[config.mk]
export PLATFORM = sky130hd
export DESIGN_NAME = dust_cmd_sequencer
export DESIGN_NICKNAME = d
export VERILOG_FILES = /design/src/rtl/dust_cmd_sequencer.sv
export SDC_FILE = /design/constraint.sdc
export NUM_CORES = 1
export LEC_CHECK = 0
export BUFFER_PORTS_ARGS = -buffer_cell sky130_fd_sc_hd__buf_2
export CORE_ASPECT_RATIO = 1.75
export CORE_MARGIN = 2
export CORE_UTILIZATION = 64
export CTS_CLUSTER_DIAMETER = 60
export DETAILED_ROUTE_END_ITERATION = 8
export PLACE_DENSITY_LB_ADDON = 0.25
export SYNTH_ARGS = -nofsm -noshare
export SYNTH_HDL_FRONTEND = slang
export SYNTH_SLANG_ARGS = --single-unit
[constraint.sdc]
create_clock -name CLK_IN -period 4.2 [get_ports CLK_IN]
set_input_delay 0.42 -clock CLK_IN [delete_from_list [all_inputs] [get_ports CLK_IN]]
set_output_delay 0.42 -clock CLK_IN [all_outputs]
set_load 0.05 [all_outputs]
[src/rtl/dust_cmd_sequencer.sv]
// dust_cmd_sequencer: emits one command frame on the single-wire pulse link
// (wake pulses, interval-encoded amplitude word MSB first, arm pulses, scan
// pulses). An abort forces the line quiet until the receiver has timed out.
//
// Handshake: start is a level request sampled only while idle (busy=0); it
// is not queued. abort is sampled only while a frame is running, and is
// ignored during the quiet period. done/aborted are single-cycle pulses.
//
// The state register drives combinational "this cycle" outputs, and those
// outputs are registered. DATA_OUT and busy therefore lag the state by one
// cycle, which gives the one-cycle start latency. done needs one extra
// stage so that it lands in the cycle after the last low cycle of the frame.
module dust_cmd_sequencer #(
    parameter int N_BITS    = 4,
    parameter int SHORT_GAP = 3,
    parameter int LONG_GAP  = 7,
    parameter int SEP_GAP   = 1,
    parameter int SCAN_GAP  = 4,
    parameter int TIMEOUT   = 10
) (
    input  logic              CLK_IN,
    input  logic              rst_n,
    input  logic              start,
    input  logic              abort,
    input  logic [N_BITS-1:0] amp,
    input  logic [7:0]        scan_count,
    output logic              DATA_OUT,
    output logic              busy,
    output logic              done,
    output logic              aborted,
    output logic [2:0]        o_dbg_state
);

    localparam int BW = (N_BITS > 1) ? $clog2(N_BITS) : 1;
    localparam int CW = 8;

    // Gap counters load (length - 1) and count down to zero.
    localparam logic [CW-1:0] C_SHORT = CW'(SHORT_GAP - 1);
    localparam logic [CW-1:0] C_LONG  = CW'(LONG_GAP - 1);
    localparam logic [CW-1:0] C_SEP   = CW'(SEP_GAP - 1);
    localparam logic [CW-1:0] C_SCAN  = CW'(SCAN_GAP - 1);
    localparam logic [CW-1:0] C_QUIET = CW'(TIMEOUT + 1);
    localparam logic [BW-1:0] C_MSB   = BW'(N_BITS - 1);

    typedef enum logic [2:0] {
        S_IDLE  = 3'd0,
        S_WAKE  = 3'd1,
        S_SYM_A = 3'd2,
        S_SYM_B = 3'd3,
        S_SYM_C = 3'd4,
        S_ARM   = 3'd5,
        S_SCAN  = 3'd6,
        S_QUIET = 3'd7
    } state_t;

    state_t              r_state;
    logic                r_in_gap;
    logic [CW-1:0]       r_cnt;
    logic [7:0]          r_rep;
    logic [BW-1:0]       r_bit;
    logic [N_BITS-1:0]   r_amp;
    logic [7:0]          r_scan;
    logic                r_data;
    logic                r_busy;
    logic                r_done_pre;
    logic                r_done;
    logic                r_aborted;

    state_t              w_state_nxt;
    logic                w_in_gap_nxt;
    logic [CW-1:0]       w_cnt_nxt;
    logic [7:0]          w_rep_nxt;
    logic [BW-1:0]       w_bit_nxt;
    logic [N_BITS-1:0]   w_amp_nxt;
    logic [7:0]          w_scan_nxt;
    logic                w_data;
    logic                w_busy;
    logic                w_fin;
    logic                w_abt_fin;
    logic [CW-1:0]       w_gap_len;
    logic                w_cur_bit;

    assign w_cur_bit = r_amp[r_bit];

    // Select the gap that follows the pulse of the current element.
    always_comb begin
        w_gap_len = C_SEP;
        case (r_state)
            S_SYM_A: w_gap_len = w_cur_bit ? C_LONG : C_SHORT;
            S_SYM_B: w_gap_len = w_cur_bit ? C_SHORT : C_LONG;
            S_SCAN:  w_gap_len = C_SCAN;
            default: w_gap_len = C_SEP;
        endcase
    end

    // Next-state logic: each element is one pulse cycle followed by its gap.
    always_comb begin
        w_state_nxt  = r_state;
        w_in_gap_nxt = r_in_gap;
        w_cnt_nxt    = r_cnt;
        w_rep_nxt    = r_rep;
        w_bit_nxt    = r_bit;
        w_amp_nxt    = r_amp;
        w_scan_nxt   = r_scan;
        w_data       = 1'b0;
        w_busy       = (r_state != S_IDLE);
        w_fin        = 1'b0;
        w_abt_fin    = 1'b0;

        if (r_state == S_IDLE) begin
            if (start) begin
                w_state_nxt  = S_WAKE;
                w_in_gap_nxt = 1'b0;
                w_rep_nxt    = 8'd0;
                w_bit_nxt    = C_MSB;
                w_amp_nxt    = amp;
                w_scan_nxt   = scan_count;
            end
        end else if (r_state == S_QUIET) begin
            if (r_cnt == '0) begin
                w_state_nxt = S_IDLE;
                w_abt_fin   = 1'b1;
                w_busy      = 1'b0;
            end else begin
                w_cnt_nxt = r_cnt - 1'b1;
            end
        end else if (abort) begin
            // Pulse in flight is suppressed this cycle; line stays low after.
            w_state_nxt  = S_QUIET;
            w_cnt_nxt    = C_QUIET;
            w_in_gap_nxt = 1'b0;
        end else if (!r_in_gap) begin
            w_data       = 1'b1;
            w_in_gap_nxt = 1'b1;
            w_cnt_nxt    = w_gap_len;
        end else if (r_cnt != '0) begin
            w_cnt_nxt = r_cnt - 1'b1;
        end else begin
            w_in_gap_nxt = 1'b0;
            case (r_state)
                S_WAKE: begin
                    if (r_rep == 8'd2) begin
                        w_state_nxt = S_SYM_A;
                        w_rep_nxt   = 8'd0;
                    end else begin
                        w_rep_nxt = r_rep + 8'd1;
                    end
                end
                S_SYM_A: w_state_nxt = S_SYM_B;
                S_SYM_B: w_state_nxt = S_SYM_C;
                S_SYM_C: begin
                    if (r_bit == '0) begin
                        w_state_nxt = S_ARM;
                    end else begin
                        w_state_nxt = S_SYM_A;
                        w_bit_nxt   = r_bit - 1'b1;
                    end
                end
                S_ARM: begin
                    if (r_rep == 8'd1) begin
                        w_rep_nxt = 8'd0;
                        if (r_scan == 8'd0) begin
                            w_state_nxt = S_IDLE;
                            w_fin       = 1'b1;
                        end else begin
                            w_state_nxt = S_SCAN;
                        end
                    end else begin
                        w_rep_nxt = r_rep + 8'd1;
                    end
                end
                S_SCAN: begin
                    if (r_rep == r_scan - 8'd1) begin
                        w_state_nxt = S_IDLE;
                        w_rep_nxt   = 8'd0;
                        w_fin       = 1'b1;
                    end else begin
                        w_rep_nxt = r_rep + 8'd1;
                    end
                end
                default: w_state_nxt = S_IDLE;
            endcase
        end
    end

    // State, counters, latches and registered outputs.
    always_ff @(posedge CLK_IN or negedge rst_n) begin
        if (!rst_n) begin
            r_state    <= S_IDLE;
            r_in_gap   <= 1'b0;
            r_cnt      <= '0;
            r_rep      <= 8'd0;
            r_bit      <= '0;
            r_amp      <= '0;
            r_scan     <= 8'd0;
            r_data     <= 1'b0;
            r_busy     <= 1'b0;
            r_done_pre <= 1'b0;
            r_done     <= 1'b0;
            r_aborted  <= 1'b0;
        end else begin
            r_state    <= w_state_nxt;
            r_in_gap   <= w_in_gap_nxt;
            r_cnt      <= w_cnt_nxt;
            r_rep      <= w_rep_nxt;
            r_bit      <= w_bit_nxt;
            r_amp      <= w_amp_nxt;
            r_scan     <= w_scan_nxt;
            r_data     <= w_data;
            r_busy     <= w_busy;
            r_done_pre <= w_fin;
            r_done     <= r_done_pre;
            r_aborted  <= w_abt_fin;
        end
    end

    assign DATA_OUT    = r_data;
    assign busy        = r_busy;
    assign done        = r_done;
    assign aborted     = r_aborted;
    assign o_dbg_state = r_state;

endmodule

==> summary.txt <==
=================================================================================================
Logic depth of the worst register-to-register path                                              6
Met2 wirelength from detailed routing                                                     3200 um
IR Drop Worst-Case VDD                                                                     457 uV
Total placed cells including tap cells                                                        338
Chain of cells forming the critical path                                             or3_1 > and3_4 > o31a_1 > or3b_1 > o22a_2 > mux2_4
Post-CTS setup-driven buffer insertion count                                                    0
Final-report max-slew violation count                                                           0
Net total in the final layout                                                                 320
Clock power share                                                                           15.1%
Total of hold buffers inserted after clock tree synthesis                                       0
Met1 routed wirelength after detailed routing                                             2080 um
Final worst clock skew                                                                 0.00457 ns
Starting Density                                                                            66.0%
Number of hold violations in the final report                                                   0
Worst Path Class, Setup                                                              register to register
Residual antenna-violating net count after detailed routing                                     0
Total power density per cell area                                                     678 nW/um^2
Post-cts sizing count                                                                           0
Unrepaired setup endpoints after global routing                                             false
Avg WL per Cell                                                                           16.6 um
Die width                                                                                 51.5 um
Maximum number of pins on one net before global-route repair                                   40
Max-cap viol count                                                                              0
Remaining global-route overflow                                                                 0
Kind of cell with the highest combined delay on the critical path                    simple AND/OR/NAND/NOR gates
Layout overhead on the synthesized area                                                     7.52%
Critical path depth in cells                                                                    6
Internal power component                                                                0.00103 W
Nets in the synthesized netlist                                                               303
Synthesis-stage register bit count                                                             39
Leak Pwr                                                                                  1.22 nW
Crit-path slowest cell                                                               sky130_fd_sc_hd__dfrtp_1
Buffering stage count on the worst path with inverters included                                 0
Deepest level of the CTS H-tree                                                                 2
Number of global-route vias before repair                                                    2130
Post-layout min period                                                                    2.57 ns
Synthesized instance count                                                                    280
Type of destination of the critical path                                                 register
Count of clock tree sinks                                                                      39
Met3 wire len                                                                              190 um
Total CTS buffers                                                                               5
Class of the worst hold path                                                         input port to asynchronous set/reset pin
Detailed Place HPWL                                                                       4290 um
Synth cell count leaders                                                             sky130_fd_sc_hd__dfrtp_1 (39), sky130_fd_sc_hd__nor2_1 (30), sky130_fd_sc_hd__nand2_1 (29), sky130_fd_sc_hd__o21ai_0 (18), sky130_fd_sc_hd__inv_1 (15)
Number of detailed-route iterations in the first pass                                           6
Number of enable-type register cells in the synthesized netlist                                 0
Vias/cell                                                                                    6.28
Result of the run                                                                       completed
Share of synthesized registers carrying an async set or reset                                100%
Max transition margin                                                                       41.8%
Share of total power consumed by net switching                                              44.4%
Post-synthesis cell type with the largest combined area                              sky130_fd_sc_hd__dfrtp_1
Share of total power in sequential cells                                                    36.3%
Share of cells above drive strength 1                                                       18.8%
Sequential fraction of the synthesis area                                                   38.6%
Number of distinct library cell variants in the gate-level netlist after synthesis             55
Cell types with the largest area share after synthesis                               sky130_fd_sc_hd__dfrtp_1 (39%), sky130_fd_sc_hd__mux2_2 (4.9%), sky130_fd_sc_hd__nor2_1 (4.5%)
Antenna Diode Count                                                                             0
Startpoint types                                                                         register
Final routed DRC violation total                                                                0
Number of cell rows                                                                            30
Switch Pwr                                                                             0.000818 W
Clk buf depth                                                                                   2
Standard cell core area                                                                3830 sq um
Clock transition at the registers of the reported paths                                   0.07 ns
All-layer global routing usage                                                              29.0%
FILL cells                                                                                    325
IO Port Bufs                                                                                   22
CTS tree                                                                                      yes
Global-route wire length before repair                                                    9610 um
Placer congestion estimate                                                                  0.877
Maximum net fanout on the critical path                                                        17
CP arrival                                                                                2.75 ns
Mean instance size in the synthesized netlist                                          9.03 sq um
Number of antenna violations at the first check in global routing                               0
Period utilization                                                                          61.2%
Top flip-flop cell by instance count after synthesis                                 sky130_fd_sc_hd__dfrtp_1
Maximum cell stage delay along the critical path                                          0.57 ns
Slew at the pin with the worst max-slew slack                                            0.873 ns
Number of ports placed on the die boundary                                                     23
Final setup violating endpoints                                                                 0
Most instantiated library cell after synthesis                                       sky130_fd_sc_hd__dfrtp_1
Max Fclk                                                                                0.389 GHz
Cell Area, Synth                                                                       2530 sq um
Required @ worst endpoint                                                                 4.38 ns
Clock network latency to the later pin of the worst-skew pair                             0.29 ns
Part of the power in combinational logic                                                    48.6%
Non-filler cells in the finished layout                                                       346
Die outline area                                                                       4490 sq um
Root Buffer Master                                                                   sky130_fd_sc_hd__clkbuf_8
Accumulated negative setup slack                                                             0 ns
DR vias                                                                                      2174
Area share of the largest cell type after synthesis                                         38.6%
Synth warn                                                                                      0
Die height                                                                                87.2 um
Initial DRC count                                                                              59
Wirelength, routed                                                                        5730 um
Top routing layer in use                                                                     met4
=================================================================================================
==> area by class of cell <==
type / instances / area [sq um] / area share, %
Clock inverter: 1 / 7.51 / 0.276
Sequential cell: 39 / 976 / 35.9
Clock buffer: 7 / 96.3 / 3.54
Multi-Input combinational cell: 214 / 1410 / 52.0
Tap cell: 48 / 60.1 / 2.21
Timing Repair Buffer: 22 / 110 / 4.05
Inverter: 15 / 56.3 / 2.07
==> power by group through the flow <==
stage                     clock [W]  sequential [W]  combinational [W]
after floorplan                   0        0.000666           0.000714
after global placement            0        0.000666           0.000859
after detailed placement          0        0.000675           0.000887
after CTS                  0.000286        0.000667           0.000893
after global routing       0.000301        0.000692           0.000984
final                      0.000279        0.000669           0.000896
==> cells in the final DEF (no fill, tap or decap), types with 8 or more instances in the layout <==
master / count
sky130_fd_sc_hd__mux2_2: 11
sky130_fd_sc_hd__buf_2: 22
sky130_fd_sc_hd__xor2_1: 11
sky130_fd_sc_hd__dfrtp_1: 39
sky130_fd_sc_hd__inv_1: 15
sky130_fd_sc_hd__nand2_1: 29
sky130_fd_sc_hd__xnor2_1: 8
sky130_fd_sc_hd__nor2_1: 30
sky130_fd_sc_hd__a21oi_1: 13
sky130_fd_sc_hd__nand3_1: 8
sky130_fd_sc_hd__o21ai_0: 18
==> cell families after synthesis <==
logic type | share of synthesized area, %
DFF | 38.6
muxes | 6.98
AOI/OAI and AO/OA | 16.8
buffers and inverters | 5.54
adders and majority gates | 3.86
and+or+nand+nor | 21.7
xor gates and xnor gates | 6.58
==> per-stage QoR <==
step	area [sq um]	setup WS, ns	hold slack (ns)	power [W]	utilization (%)
2_1_floorplan	2530	1.67	0.124	0.00138	-
3_3_place_gp	2620	1.72	0.335	0.00153	68.3
3_5_place_dp	2620	1.65	0.343	0.00156	68.3
4_1_cts	2720	1.65	0.265	0.00185	71.0
5_1_grt	2720	1.47	0.321	0.00198	71.0
6_report	2720	1.63	0.240	0.00184	71.0
==> registers in the layout, summed over array words and instances (netlist names) <==
register	flops
DATA_OUT	1
aborted	1
r_amp	4
o_dbg_state	3
r_cnt	8
busy	1
r_rep	8
r_in_gap	1
r_done_pre	1
done	1
r_bit	2
r_scan	8
==> final timing paths <==
kind | slack (ns) | startpoint | end
max | 1.63 | o_dbg_state[1] | o_dbg_state[1]
min | 0.24 | rst_n | done
max reg2reg | 1.63 | o_dbg_state[1] | o_dbg_state[1]
min reg2reg | 0.36 | r_done_pre | done
max in group asynchronous | 3.41 | rst_n | r_bit[0]
min in group CLK_IN | 0.34 | scan_count[1] | r_scan[1]
==> layer usage <==
metal	track usage, %	vias to the layer above
met4	17.7	0
li1	-	1029
met2	53.3	57
met3	3.95	26
met5	0	-
met1	29.8	1062
No activity file was read; power rests on OpenSTA's default activity.
